[src/rtl/uart_tx_queue.sv]
// uart_tx_queue: byte FIFO feeding a UART transmitter one frame at a time.
// Launches on trmt, waits for tx_done, optionally idles GAP_CYCLES between frames.
module uart_tx_queue #(
    parameter int DEPTH      = 8,
    parameter int GAP_CYCLES = 0
) (
    input  logic                     clk,
    input  logic                     rst,
    input  logic                     wr_en,
    input  logic [7:0]               wr_data,
    input  logic                     clr_ovf,
    input  logic                     tx_done,
    output logic                     trmt,
    output logic [7:0]               tx_data,
    output logic                     full,
    output logic                     empty,
    output logic [$clog2(DEPTH):0]   count,
    output logic                     busy,
    output logic                     overflow
);

    localparam int PW = $clog2(DEPTH);
    localparam int CW = PW + 1;
    localparam int GW = (GAP_CYCLES > 1) ? $clog2(GAP_CYCLES) : 1;

    typedef enum logic [1:0] {
        IDLE,
        SETTLE,
        WAIT,
        GAP
    } state_t;

    state_t          state_q, state_d;
    logic [PW-1:0]   rd_ptr_q, rd_ptr_d;
    logic [PW-1:0]   wr_ptr_q, wr_ptr_d;
    logic [CW-1:0]   count_q, count_d;
    logic [7:0]      mem_q [DEPTH];
    logic [7:0]      mem_d [DEPTH];
    logic            trmt_q, trmt_d;
    logic [7:0]      tx_data_q, tx_data_d;
    logic            ovf_q, ovf_d;
    logic [GW-1:0]   gap_q, gap_d;
    logic            full_w, empty_w;
    logic            push, pop, drop;

    assign full_w  = (count_q == CW'(DEPTH));
    assign empty_w = (count_q == '0);

    // Launch sequencer: pops only from IDLE, then ignores the stale done for one cycle
    always_comb begin
        state_d   = state_q;
        trmt_d    = 1'b0;
        tx_data_d = tx_data_q;
        gap_d     = gap_q;
        pop       = 1'b0;
        unique case (state_q)
            IDLE: begin
                if (!empty_w) begin
                    pop       = 1'b1;
                    trmt_d    = 1'b1;
                    tx_data_d = mem_q[rd_ptr_q];
                    state_d   = SETTLE;
                end
            end
            SETTLE: begin
                state_d = WAIT;
            end
            WAIT: begin
                if (tx_done) begin
                    if (GAP_CYCLES > 0) begin
                        gap_d   = GW'(GAP_CYCLES - 1);
                        state_d = GAP;
                    end else begin
                        state_d = IDLE;
                    end
                end
            end
            GAP: begin
                if (gap_q == '0) begin
                    state_d = IDLE;
                end else begin
                    gap_d = gap_q - GW'(1);
                end
            end
            default: state_d = IDLE;
        endcase
    end

    // FIFO bookkeeping: a pop on the same edge frees room for a push into a full queue
    always_comb begin
        push     = wr_en && (!full_w || pop);
        drop     = wr_en && !push;
        mem_d    = mem_q;
        wr_ptr_d = wr_ptr_q;
        rd_ptr_d = rd_ptr_q;
        if (push) begin
            mem_d[wr_ptr_q] = wr_data;
            wr_ptr_d        = wr_ptr_q + PW'(1);
        end
        if (pop) begin
            rd_ptr_d = rd_ptr_q + PW'(1);
        end
        count_d = count_q + CW'(push) - CW'(pop);
        if (drop) begin
            ovf_d = 1'b1;
        end else if (clr_ovf) begin
            ovf_d = 1'b0;
        end else begin
            ovf_d = ovf_q;
        end
    end

    // State and datapath registers; reset abandons queue and in-flight byte
    always_ff @(posedge clk) begin
        if (rst) begin
            state_q   <= IDLE;
            rd_ptr_q  <= '0;
            wr_ptr_q  <= '0;
            count_q   <= '0;
            trmt_q    <= 1'b0;
            tx_data_q <= 8'h00;
            ovf_q     <= 1'b0;
            gap_q     <= '0;
            for (int i = 0; i < DEPTH; i++) begin
                mem_q[i] <= 8'h00;
            end
        end else begin
            state_q   <= state_d;
            rd_ptr_q  <= rd_ptr_d;
            wr_ptr_q  <= wr_ptr_d;
            count_q   <= count_d;
            trmt_q    <= trmt_d;
            tx_data_q <= tx_data_d;
            ovf_q     <= ovf_d;
            gap_q     <= gap_d;
            mem_q     <= mem_d;
        end
    end

    assign trmt     = trmt_q;
    assign tx_data  = tx_data_q;
    assign full     = full_w;
    assign empty    = empty_w;
    assign count    = count_q;
    assign busy     = (state_q != IDLE);
    assign overflow = ovf_q;

endmodule

[config.mk]
export PLATFORM = sky130hd
export DESIGN_NAME = uart_tx_queue
export DESIGN_NICKNAME = d
export VERILOG_FILES = /design/src/rtl/uart_tx_queue.sv
export SDC_FILE = /design/constraint.sdc
export NUM_CORES = 1
export LEC_CHECK = 0
export ABC_AREA = 1
export CORE_MARGIN = 3
export CORE_UTILIZATION = 60
export CTS_CLUSTER_DIAMETER = 120
export DETAILED_ROUTE_END_ITERATION = 8
export PLACE_DENSITY = 0.87
export SLEW_MARGIN = 5
export SYNTH_ARGS = -nofsm -noshare
export SYNTH_HDL_FRONTEND = slang
export SYNTH_SLANG_ARGS = --single-unit
[constraint.sdc]
create_clock -name clk -period 4.7 [get_ports clk]
set_clock_uncertainty 0.1 [all_clocks]
set_input_delay 0.47 -clock clk [delete_from_list [all_inputs] [get_ports clk]]
set_output_delay 0.47 -clock clk [all_outputs]
set_load 0.005 [all_outputs]
# == Word-level counts from Yosys, hierarchy flattened ==
# Cells that the tools add are included.
# classes
n_bitwise,3
n_mux,15
n_eq_ne,7
add_sub_neg,5
reduce_logical,12
magnitude_cmp,3
# op_table
operator,count
bitwise mux 64 bit,1
binary-select mux 8 bit (select 3 bit),1
demux 8 bit (select 3 bit),1
two-way mux 8 bit,3
"greater-or-equal comparator 4 bit, second input constant",2
NOT 3 -> 4 bit,2
case mux 2 bit (4 select lines),1
"adder 3 x 1 -> 3 bit, second input constant",2
two-way mux 2 bit,3
"!= test 2 bit, second input constant",3
two-way mux 1 bit,5
adder 4 x 1 -> 4 bit,1
"equality test 2 bit, second input constant",2
"equality test 4 bit, second input constant",1
zero test 4 bit,1
"less-than comparator 4 x 1 -> 1 bit, second input constant",1
nonzero test 2 bit,2
subtractor 4 x 1 -> 4 bit,1
logical AND 1 bit,3
AND reduction 3 bit,1
"equality test 2 x 1 -> 1 bit, second input constant",1
zero test 1 bit,2
zero test 2 bit,1
AND reduction 2 bit,1
3 further kinds,3
# word_totals
out_inout_bits,17
in_bits,13
register_bits,87

# == Logic depth before layout (Yosys ltp) ==
# logic_depth
ltp_word,8
depth_mapped,14
ltp_nobuf,14

# == Worst setup path after synthesis ==
# Ideal clock, no wire load.
# synth_path
path_kind,register to register
startpoint,register count_q[2] (netlist: count[2])
endpoint,register count_q[2] (netlist: count[2])
setup_slack_ns,2.409
t_arrival_ns,2.063
stages_incl_launch_ff,12
period_less_slack_ns,2.291
cell_sequence,dfxtp_1 -> inv_1 -> ha_1 -> nor3b_4 -> nand2_8 -> nand2_1 -> xor2_1 -> ha_1 -> inv_1 -> fa_1 -> xor2_1 -> nor2_1
# synth_rtl
item,line_no,rtl
"start, declared",36,"logic [CW-1:0] count_q, count_d;"
"start signal, assigned",131,count_q <= count_d;
equality test 4 bit,46,assign full_w = (count_q == CW'(DEPTH));
via full,15,"output logic full,"
zero test 1 bit,91,push = wr_en && (!full_w || pop);
logical OR 1 bit,91,
logical AND 1 bit,91,
adder 4 x 1 -> 4 bit,103,count_d = count_q + CW'(push) - CW'(pop);
subtractor 4 x 1 -> 4 bit,103,
# The timed path passes the listed nets, and every way through them passes these cells.
# A chain may end at the register's enable or synchronous reset.

# == Final worst setup path ==
# layout_path
startpoint,register count_q[2] (netlist: count[2])
endpoint,register count_q[2] (netlist: count[2])
# layout_between
elab_chain_len,7
# layout_lines
item,line_no,rtl
zero test 4 bit,47,assign empty_w = (count_q == '0);
two-way mux 1 bit,58,if (!empty_w) begin
two-way mux 1 bit,-,
logical OR 1 bit,91,
logical AND 1 bit,91,
adder 4 x 1 -> 4 bit,103,
subtractor 4 x 1 -> 4 bit (*),103,
# Every way passes the cells marked *; elsewhere a longest branch is shown, timed or not.

==> results.json <==
{
  "clk_pin_slew_ns": 0.08,
  "yosys_warnings": 0,
  "fmax_mhz": 373,
  "syn_to_final_growth_pct": 8.42,
  "cts_tree": "done",
  "cts_hold_buffers": 0,
  "cellLeakagePower_nw": 2.47,
  "status": "complete, no violations",
  "ir_drop_mv": 0.222,
  "fin_crit_sh": 0.571,
  "fin_total_pwr_w": 0.00247,
  "finalSetupViolations": 0,
  "grt_pass1_wl_mm": 17.2,
  "fin_nets": 693,
  "drtIter0Drc": 256,
  "via_per_inst": 5.18,
  "cp-start-kind": "flop",
  "slew_viol_final": 0,
  "syn_area_per_cell_um2": 6.66,
  "numCtsBuffers": 9,
  "crit_required_ns": 4.83,
  "syn-instance-count": 670,
  "num_rows": 30,
  "synth_fa_ha_area_frac": 0.0241,
  "slew_headroom": 0.314,
  "synthSimpleGateAreaFrac": 0.427,
  "num_antenna_cells": 0,
  "fillers": 589,
  "hp-class": "reg -> reg",
  "synthXorXnorAreaFrac": 0.00589,
  "worst_pin_slew_ns": 1.02,
  "vias": 4008,
  "netlist_area_um2": 4460,
  "seq_area_frac_synth": 0.386,
  "routedWlPerCell_um": 13.4,
  "io_buffers": 29,
  "hpwl_mm": 6.42,
  "end_kind": "flop",
  "place.gp.congestion": 0.801,
  "hold_viol": 0,
  "final.setup.tns_ns": 0,
  "synth_top_family_by_area": "simple AND/OR/NAND/NOR gates",
  "power.density_nw_per_um2": 511,
  "crit_start": "count[2]",
  "track_usage": 0.256,
  "clkLatencyLatePin_ns": 0.37,
  "grt-ovfl-total": 0,
  "clkSinkCount": 86,
  "antenna_left": 0,
  "ys_ff_latch": 86,
  "start_util": 0.639,
  "drc_errors": 0,
  "ys_types": 28,
  "synth_compound_area_frac": 0.0224,
  "layout-drive-gt1-share": 0.0753,
  "crit_arrival_ns": 2.81,
  "clock_path_buffers": 2,
  "crit_type": "reg -> reg",
  "multi_input_area_um2": 2140,
  "cts_resized": 0,
  "fp.dieArea_um2": 8500,
  "syn_nets": 691,
  "die_w_um": 92.2,
  "hp-start": "state_q[1]",
  "core_area_um2": 6980,
  "drt-total-wl_mm": 10.3,
  "fp.dieH_um": 92.2,
  "grt_setup_unrepaired": "no",
  "post_cts_buffers": 0,
  "antenna_found_initial": 0,
  "grt_max_degree": 42,
  "grt_pass1_vias": 3707,
  "seq_area_um2": 1720,
  "root_buffer": "clkbuf_8",
  "ios": 30,
  "cap_viol_max_count": 0,
  "cts_max_level": 3,
  "muxShareOfSynthArea": 0,
  "r2r-start": "count[2]",
  "fin_crit_ns": 2.68,
  "cp_max_fo": 21,
  "first_pass_iters": 5
}
## layout make-up
type / instances / area share
multi-input combinational: 460 / 0.442
sequential: 86 / 0.356
inverter: 84 / 0.0652
timing repair buffer: 31 / 0.0631
clock buffer: 13 / 0.0349
tap: 96 / 0.0248
clock inverter: 3 / 0.0135
## cell usage in the layout, fill, tap and decap left out, types with 3 or more instances in the layout
cell type,instances
nor3_1,3
clkbuf_8,12
o21ai_0,5
ha_1,7
a21oi_1,12
inv_2,5
xor2_1,3
nor2_1,137
nand2_1,204
nor2_2,6
nand3_4,8
clkdlybuf4s50_1,29
nor3_2,6
clkinv_1,3
nand2_2,5
nand3_1,57
inv_1,76
dfxtp_1,86
## registers in the layout, summed over array words and instances (netlist names)
register,cells
mem_q,64
overflow,1
state_q,2
tx_data,8
wr_ptr_q,3
trmt,1
rd_ptr_q,3
count,4
## report_power, final
group	switching (W)	internal (W)	total (W)
Combinational	0.000583	0.000365	0.000948
Clock	0.000263	0.000343	0.000605
Sequential	0.0000845	0.000835	0.000919
## critical path: stages (launching register included)
cell     delay (ns)
dfxtp_1        0.31
inv_1          0.10
ha_1           0.17
nand3_2        0.09
nand2_2        0.38
nand2_8        0.20
nand2_1        0.21
xor2_1         0.18
ha_1           0.16
inv_1          0.06
fa_1           0.37
xor2_1         0.16
nor2_1         0.05
## worst paths after layout
kind	to	slack (ns)	cells after the start
worst max-delay path	count[2]	2.02	12
worst min-delay path	state_q[1]	0.36	1
worst max register to register	count[2]	2.02	12
worst min register to register	state_q[1]	0.36	1
## per-stage QoR
step / area, µm² / utilization / std cells / hold slack [ns] / setup WS (ns)
floorplan: 4460 / - / 670 / 0.321 / 2.41
finish: 4830 / 0.692 / 773 / 0.360 / 2.02
global placement: 4600 / 0.659 / 757 / 0.334 / 1.77
CTS: 4830 / 0.692 / 773 / 0.358 / 2.02
detailed placement: 4600 / 0.659 / 757 / 0.340 / 1.67
global route: 4830 / 0.692 / 773 / 0.380 / 1.81
## cells in the mapped netlist
library cell,n,area [µm²]
a211oi_1,2,15.0
a21oi_1,12,60.1
buf_1,2,7.51
buf_2,8,40.0
buf_4,8,60.1
buf_6,11,124
buf_8,1,15.0
clkbuf_1,10,37.5
clkinv_1,3,11.3
dfxtp_1,86,1720
fa_1,1,20.0
ha_1,7,87.6
inv_1,76,285
inv_2,5,18.8
nand2_1,204,766
nand2_2,5,31.3
nand2_8,1,20.0
nand3_1,57,285
nand3_2,1,10.0
nand3_4,8,140
nor2_1,137,514
nor2_2,6,37.5
nor3_1,3,15.0
nor3_2,6,60.1
nor3b_4,1,18.8
o21ai_0,5,25.0
or2_2,1,6.26
xor2_1,3,26.3
## cells by family (layout without fill, tap and decap cells)
family / count (synthesis) / in the layout
XOR/XNOR: 3 / 3
AO/OA/AOI/OAI: 19 / 19
buffers and inverters: 124 / 131
adder cells (fa/ha/maj): 8 / 8
flip-flops: 86 / 86
AND/OR/NAND/NOR: 430 / 430
## metal layers
layer / vias to the layer above / routed length [µm] / track usage
met1: 1817 / 4400 / 0.315
met2: 156 / 4930 / 0.423
met4: 0 / 265 / 0.120
li1: 2007 / - / -
met5: - / 0 / 0
met3: 28 / 746 / 0.0566
(Power assumes the default switching activity.)
